File: src/rtl/upcounter_pkg.sv
// Shared definitions for the 8-bit up/rotate counter and its op decoder.
//   CNT_DATA_W  : counter data width
//   CNT_RESET   : counter value after reset
//   op_t        : counter control bit encoding
//   dec_state_t : decoder lock state
package upcounter_pkg;

    localparam int CNT_DATA_W = 8;
    localparam logic [CNT_DATA_W-1:0] CNT_RESET = 8'h00;

    typedef enum logic {
        OP_INC = 1'b0,
        OP_ROL = 1'b1
    } op_t;

    typedef enum logic {
        TRACK = 1'b0,
        HUNT  = 1'b1
    } dec_state_t;

endpackage

File: src/rtl/upcounter_op_decoder_if.sv
// Bus between the counter sample stream and the op decoder.
//   in_valid/in_data : one counter output sample per asserted cycle
//   out_*            : registered decode result, one-cycle pulse
//   locked           : decoder is tracking
//   err_count        : saturating mismatch total
//
// Handshake: valid-only stream. A sample is consumed on every rising edge
// where in_valid is high; there is no ready, so the sink must keep up at one
// sample per cycle. out_valid qualifies out_op/out_ambig/out_err for exactly
// that cycle; locked and err_count are level signals, always meaningful.
interface upcounter_op_decoder_if
    import upcounter_pkg::*;
#(
    parameter int CNT_W = 16
) ();

    logic                  in_valid;
    logic [CNT_DATA_W-1:0] in_data;
    logic                  out_valid;
    logic                  out_op;
    logic                  out_ambig;
    logic                  out_err;
    logic                  locked;
    logic [CNT_W-1:0]      err_count;

    modport master (
        output in_valid, in_data,
        input  out_valid, out_op, out_ambig, out_err, locked, err_count
    );

    modport slave (
        input  in_valid, in_data,
        output out_valid, out_op, out_ambig, out_err, locked, err_count
    );

endinterface

File: src/rtl/upcounter_step_predict.sv
// Combinational next-value predictor for the up/rotate counter.
//   prev_i : current counter value
//   inc_o  : value after an increment step (wraps mod 256)
//   rol_o  : value after a rotate-left step
module upcounter_step_predict
    import upcounter_pkg::*;
(
    input  logic [CNT_DATA_W-1:0] prev_i,
    output logic [CNT_DATA_W-1:0] inc_o,
    output logic [CNT_DATA_W-1:0] rol_o
);

    assign inc_o = prev_i + CNT_DATA_W'(1);
    assign rol_o = {prev_i[CNT_DATA_W-2:0], prev_i[CNT_DATA_W-1]};

endmodule

File: src/rtl/upcounter_op_decoder.sv
// Recovers the control bit (increment / rotate-left) behind each step of the
// up/rotate counter from its output stream, flags ambiguous and impossible
// steps, counts mismatches and reseeds after ERR_LIMIT consecutive misses.
//   clk, rst    : clock, synchronous active-high reset
//   bus         : sample stream in, decode results out (slave modport)
//   dbg_state_o : current lock state
module upcounter_op_decoder
    import upcounter_pkg::*;
#(
    parameter int ERR_LIMIT = 3,
    parameter int CNT_W     = 16
) (
    input  logic                   clk,
    input  logic                   rst,
    upcounter_op_decoder_if.slave  bus,
    output dec_state_t             dbg_state_o
);

    localparam int MISS_W = $clog2(ERR_LIMIT + 1);
    localparam logic [MISS_W-1:0] MISS_LIMIT = MISS_W'(ERR_LIMIT);

    dec_state_t            state_q, state_d;
    logic [CNT_DATA_W-1:0] prev_q, prev_d;
    logic [MISS_W-1:0]     miss_q, miss_d;
    logic [CNT_W-1:0]      cnt_q, cnt_d;
    logic                  vld_q, vld_d;
    op_t                   op_q, op_d;
    logic                  amb_q, amb_d;
    logic                  err_q, err_d;

    logic [CNT_DATA_W-1:0] inc_pred;
    logic [CNT_DATA_W-1:0] rol_pred;
    logic                  hit_inc;
    logic                  hit_rol;

    upcounter_step_predict u_predict (
        .prev_i (prev_q),
        .inc_o  (inc_pred),
        .rol_o  (rol_pred)
    );

    assign hit_inc = (bus.in_data == inc_pred);
    assign hit_rol = (bus.in_data == rol_pred);

    always_comb begin
        state_d = state_q;
        prev_d  = prev_q;
        miss_d  = miss_q;
        cnt_d   = cnt_q;
        vld_d   = 1'b0;
        op_d    = OP_INC;
        amb_d   = 1'b0;
        err_d   = 1'b0;

        if (bus.in_valid) begin
            // Always follow the observed value so one bad sample does not
            // poison the prediction for the next one.
            prev_d = bus.in_data;
            case (state_q)
                TRACK: begin
                    vld_d = 1'b1;
                    if (hit_inc && hit_rol) begin
                        // Only possible from 0x01: report increment, flag it.
                        amb_d  = 1'b1;
                        miss_d = '0;
                    end else if (hit_inc) begin
                        miss_d = '0;
                    end else if (hit_rol) begin
                        op_d   = OP_ROL;
                        miss_d = '0;
                    end else begin
                        err_d = 1'b1;
                        if (cnt_q != '1) begin
                            cnt_d = cnt_q + CNT_W'(1);
                        end
                        if ((miss_q + MISS_W'(1)) == MISS_LIMIT) begin
                            state_d = HUNT;
                            miss_d  = '0;
                        end else begin
                            miss_d = miss_q + MISS_W'(1);
                        end
                    end
                end
                HUNT: begin
                    // Seed sample: no decode, just resume tracking from it.
                    state_d = TRACK;
                end
                default: state_d = TRACK;
            endcase
        end
    end

    always_ff @(posedge clk) begin
        if (rst) begin
            state_q <= TRACK;
            prev_q  <= CNT_RESET;
            miss_q  <= '0;
            cnt_q   <= '0;
            vld_q   <= 1'b0;
            op_q    <= OP_INC;
            amb_q   <= 1'b0;
            err_q   <= 1'b0;
        end else begin
            state_q <= state_d;
            prev_q  <= prev_d;
            miss_q  <= miss_d;
            cnt_q   <= cnt_d;
            vld_q   <= vld_d;
            op_q    <= op_d;
            amb_q   <= amb_d;
            err_q   <= err_d;
        end
    end

    assign bus.out_valid = vld_q;
    assign bus.out_op    = op_q;
    assign bus.out_ambig = amb_q;
    assign bus.out_err   = err_q;
    assign bus.locked    = (state_q == TRACK);
    assign bus.err_count = cnt_q;
    assign dbg_state_o   = state_q;

endmodule
File: src/flat_wrapper.sv
// flat-port wrapper written by rule: the top's interface ports become plain ports
module upcounter_op_decoder_flat import upcounter_pkg::*;
#(
    parameter int ERR_LIMIT = 3,
    parameter int CNT_W     = 16
)
  (clk, rst, dbg_state_o, bus_in_valid, bus_in_data, bus_out_valid, bus_out_op, bus_out_ambig, bus_out_err, bus_locked, bus_err_count);
  upcounter_op_decoder_if #(.CNT_W(CNT_W)) bus_i ();
  input  logic clk;
  input  logic rst;
  output dec_state_t dbg_state_o;
  input wire logic [$bits(bus_i.in_valid)-1:0] bus_in_valid;
  input wire logic [$bits(bus_i.in_data)-1:0] bus_in_data;
  output wire logic [$bits(bus_i.out_valid)-1:0] bus_out_valid;
  output wire logic [$bits(bus_i.out_op)-1:0] bus_out_op;
  output wire logic [$bits(bus_i.out_ambig)-1:0] bus_out_ambig;
  output wire logic [$bits(bus_i.out_err)-1:0] bus_out_err;
  output wire logic [$bits(bus_i.locked)-1:0] bus_locked;
  output wire logic [$bits(bus_i.err_count)-1:0] bus_err_count;
  assign bus_i.in_valid = bus_in_valid;
  assign bus_i.in_data = bus_in_data;
  assign bus_out_valid = bus_i.out_valid;
  assign bus_out_op = bus_i.out_op;
  assign bus_out_ambig = bus_i.out_ambig;
  assign bus_out_err = bus_i.out_err;
  assign bus_locked = bus_i.locked;
  assign bus_err_count = bus_i.err_count;
  upcounter_op_decoder #(.ERR_LIMIT(ERR_LIMIT), .CNT_W(CNT_W)) u_core (.clk(clk), .rst(rst), .bus(bus_i), .dbg_state_o(dbg_state_o));
endmodule
File: config.mk
export PLATFORM = sky130hd
export DESIGN_NAME = upcounter_op_decoder_flat
export DESIGN_NICKNAME = d
export VERILOG_FILES = /design/src/rtl/upcounter_pkg.sv /design/src/rtl/upcounter_op_decoder_if.sv /design/src/rtl/upcounter_step_predict.sv /design/src/rtl/upcounter_op_decoder.sv /design/src/flat_wrapper.sv
export SDC_FILE = /design/constraint.sdc
export NUM_CORES = 1
export LEC_CHECK = 0
export CAP_MARGIN = 20
export CORE_ASPECT_RATIO = 1.4
export CORE_MARGIN = 5
export CORE_UTILIZATION = 55
export DETAILED_ROUTE_END_ITERATION = 10
export PLACE_DENSITY = 0.84
export SLEW_MARGIN = 20
export SYNTH_ARGS = -nofsm -noshare
export SYNTH_HDL_FRONTEND = slang
export SYNTH_HIERARCHICAL = 1
export SYNTH_SLANG_ARGS = --single-unit
File: constraint.sdc
create_clock -name clk -period 3.7 [get_ports clk]
set_input_delay 0.37 -clock clk [delete_from_list [all_inputs] [get_ports clk]]
set_output_delay 0.37 -clock clk [all_outputs]
set_load 0.005 [all_outputs]
==> results_dict.tcl <==
set metrics [dict create \
    grt_pass1_vias 1320 \
    crit_path_start_kind "flop" \
    cp-end-kind "flop" \
    crit_required_ns 3.87 \
    fin_crit_ns 2.51 \
    ys_ff_latch 31 \
    finalWirelength_mm 3.47 \
    clk_latency_ns 0.29 \
    fin_setup_tns_ns 0 \
    setup_viol 0 \
    avgSynthCellArea_um2 8.68 \
    numClockSinks 31 \
    wl_per_cell_um 13.2 \
    nNetsFinal 237 \
    reg2regPathDepth 9 \
    wl_met2_mm 1.87 \
    vias_per_cell 5.49 \
    syn_inst 196 \
    drcViolationCount 0 \
    postCtsHoldBufs 0 \
    rsz0062_at_grt "false" \
    min_path_type "flop to flop" \
    io_buffer_count 32 \
    gp_congestion 0.881 \
    status "complete, no violations" \
    path_clk_slew_ns 0.07 \
    power_density_nw_per_um2 339 \
    vias 1445 \
    root_buffer "clkbuf_8" \
    top_layer "met4" \
    synthArstFlopShare 0 \
    slew_viol_final 0 \
    hpwl_mm 2.65 \
    core_area_um2 3060 \
    firstDrtPassIters 4 \
    hold_viol 0 \
    drive_above_1_share 0.0893 \
    max_freq_mhz 399 \
    grt_pass1_wl_mm 5.64 \
    die_w_um 57.0 \
    dieHeight_um 75.8 \
    slew_headroom 0.748 \
    start_util 0.555 \
    cts_setup_buffers 0 \
    fin_crit_sh 0.678 \
    post_cts_resized 0 \
    antenna_left 0 \
    synth_edf_count 0 \
    yosysUniqueCellTypes 38 \
    area_growth_pct 22.4 \
    crit_path_max_fanout 13 \
    row_count 24 \
    cts_buffers 5 \
    whs_path_depth 2 \
    ios 33 \
    totalPowerFinal_mw 0.706 \
    drtIter0Drc 46 \
    fin_skew_ns 0.00704 \
    h-tree-depth 2 \
    ir_drop_v 0.000277 \
    grt_start_max_net_pins 34 \
    stdcell_count 263 \
    ys_seq_area_frac 0.365 \
    num_antenna_cells 0 \
    yosysWarnings 6 \
    cp_data_arrival_time_ns 2.68 \
    synth_nets 209 \
    maxCapViolCount 0 \
    wl_met1_mm 1.34 \
    critPathKind "flop to flop" \
    leakage_nw 0.792 \
    place_inst 256 \
    fill_cells 267 \
    cts_buffer_depth 2 \
    worst-slew-pin-transition_ns 0.375 \
    met3_length_um 173 \
    synth_ff_type "dfxtp_1" \
    grt_usage 0.169 \
    synth_area_um2 1700 \
    antenna_found_initial 0 \
    die_area_um2 4320 \
    cts_tree "done" \
    grt_overflow_total 0 \
]
==> worst paths after layout <==
check / startpoint / to / slack, ns
setup / recovery: u_core/prev_q[0]$_SDFFE_PP0P_ / u_core/bus.err_count[4]$_SDFFE_PP0P_ / 1.19
hold / removal: u_core/miss_q[1]$_SDFFE_PP0P_ / u_core/miss_q[1]$_SDFFE_PP0P_ / 0.48
setup reg to reg: u_core/prev_q[0]$_SDFFE_PP0P_ / u_core/bus.err_count[4]$_SDFFE_PP0P_ / 1.19
hold reg to reg: u_core/miss_q[1]$_SDFFE_PP0P_ / u_core/miss_q[1]$_SDFFE_PP0P_ / 0.48
==> power breakdown <==
part | switching (mW) | total (mW) | internal, mW
registers | 0.0138 | 0.359 | 0.345
clock network | 0.121 | 0.267 | 0.146
logic | 0.0391 | 0.0803 | 0.0412
total | 0.174 | 0.706 | 0.532
==> registers in the layout, indices dropped and copies added (netlist names) <==
name	count
u_core/bus.out_err	1
u_core/bus.out_valid	1
u_core/prev_q	8
u_core/dbg_state_o	1
u_core/bus.out_op	1
u_core/bus.err_count	16
u_core/bus.out_ambig	1
u_core/miss_q	2
==> routing by layer <==
layer / track usage / up-vias
li1: - / 727
met1: 0.167 / 676
met2: 0.315 / 33
met3: 0.0441 / 9
met4: 0.103 / 0
met5: 0 / -
==> placed cells by master (no fill, tap or decap), types with 2 or more instances in the layout <==
cell type,Yosys,routed
a21oi_1,12,12
and3_1,3,3
buf_4,9,2
clkbuf_8,0,6
clkdlybuf4s50_1,0,32
dfxtp_1,31,31
ha_1,2,2
inv_1,4,4
mux2_4,2,2
mux2i_1,9,9
nand2_1,14,14
nand3_1,11,11
nand3_2,2,2
nand4_1,3,3
nor2_1,20,20
nor2_2,2,2
nor2b_1,4,4
nor3_1,6,6
nor4_1,5,5
o21ai_0,6,6
or3_1,7,7
or4_1,2,2
xnor2_1,3,3
xor2_1,22,22
==> through the flow <==
stage                     instance area [µm²]  utilization  hold slack (ns)  setup slack, ns
final                                    2080        0.680            0.477             1.19
after global routing                     2080        0.680            0.495             1.01
after CTS                                2080        0.680            0.478             1.21
after detailed placement                 1990        0.651            0.467             1.15
after global placement                   1990        0.651            0.467             1.22
after floorplan                          1700            -            0.446             1.60
==> kinds of logic after synthesis <==
family	after synthesis	share of synthesized area
AO/OA/AOI/OAI	22	0.0729
flip-flops	31	0.365
XOR/XNOR	25	0.129
adder cells (fa/ha/maj)	2	0.0147
buffers and inverters	17	0.0618
multiplexers	12	0.0773
AND/OR/NAND/NOR	87	0.280
==> Yosys cell counts, types with 2 or more instances <==
master / instances / share of area
a21oi_1: 12 / 0.035
and3_1: 3 / 0.011
buf_4: 9 / 0.040
clkbuf_1: 2 / 0.0044
dfxtp_1: 31 / 0.36
ha_1: 2 / 0.015
inv_1: 4 / 0.0088
mux2_4: 2 / 0.018
mux2i_1: 9 / 0.053
nand2_1: 14 / 0.031
nand3_1: 11 / 0.032
nand3_2: 2 / 0.012
nand4_1: 3 / 0.011
nor2_1: 20 / 0.044
nor2_2: 2 / 0.0074
nor2b_1: 4 / 0.015
nor3_1: 6 / 0.018
nor4_1: 5 / 0.018
o21ai_0: 6 / 0.018
or3_1: 7 / 0.026
or4_1: 2 / 0.0088
xnor2_1: 3 / 0.015
xor2_1: 22 / 0.11
==> critical path, cell delays in order (launching register included) <==
cell and delay [ns]:
dfxtp_1 0.44, ha_1 0.26, nand3_1 0.13, xnor2_1 0.16, xor2_1 0.15, nor4_1 0.36
nand2_1 0.26, nand3_2 0.27, nor2_2 0.08, mux2_4 0.29
==> cell type report <==
type	count	area, µm²	area share
sequential	31	621	0.298
clock inverter	1	5.00	0.00240
timing repair buffer	34	335	0.161
inverter	4	15.0	0.00721
clock buffer	6	82.6	0.0397
tap	39	48.8	0.0234
multi-input combinational	148	975	0.468
Note: power is estimated with default switching activity, not from simulation.
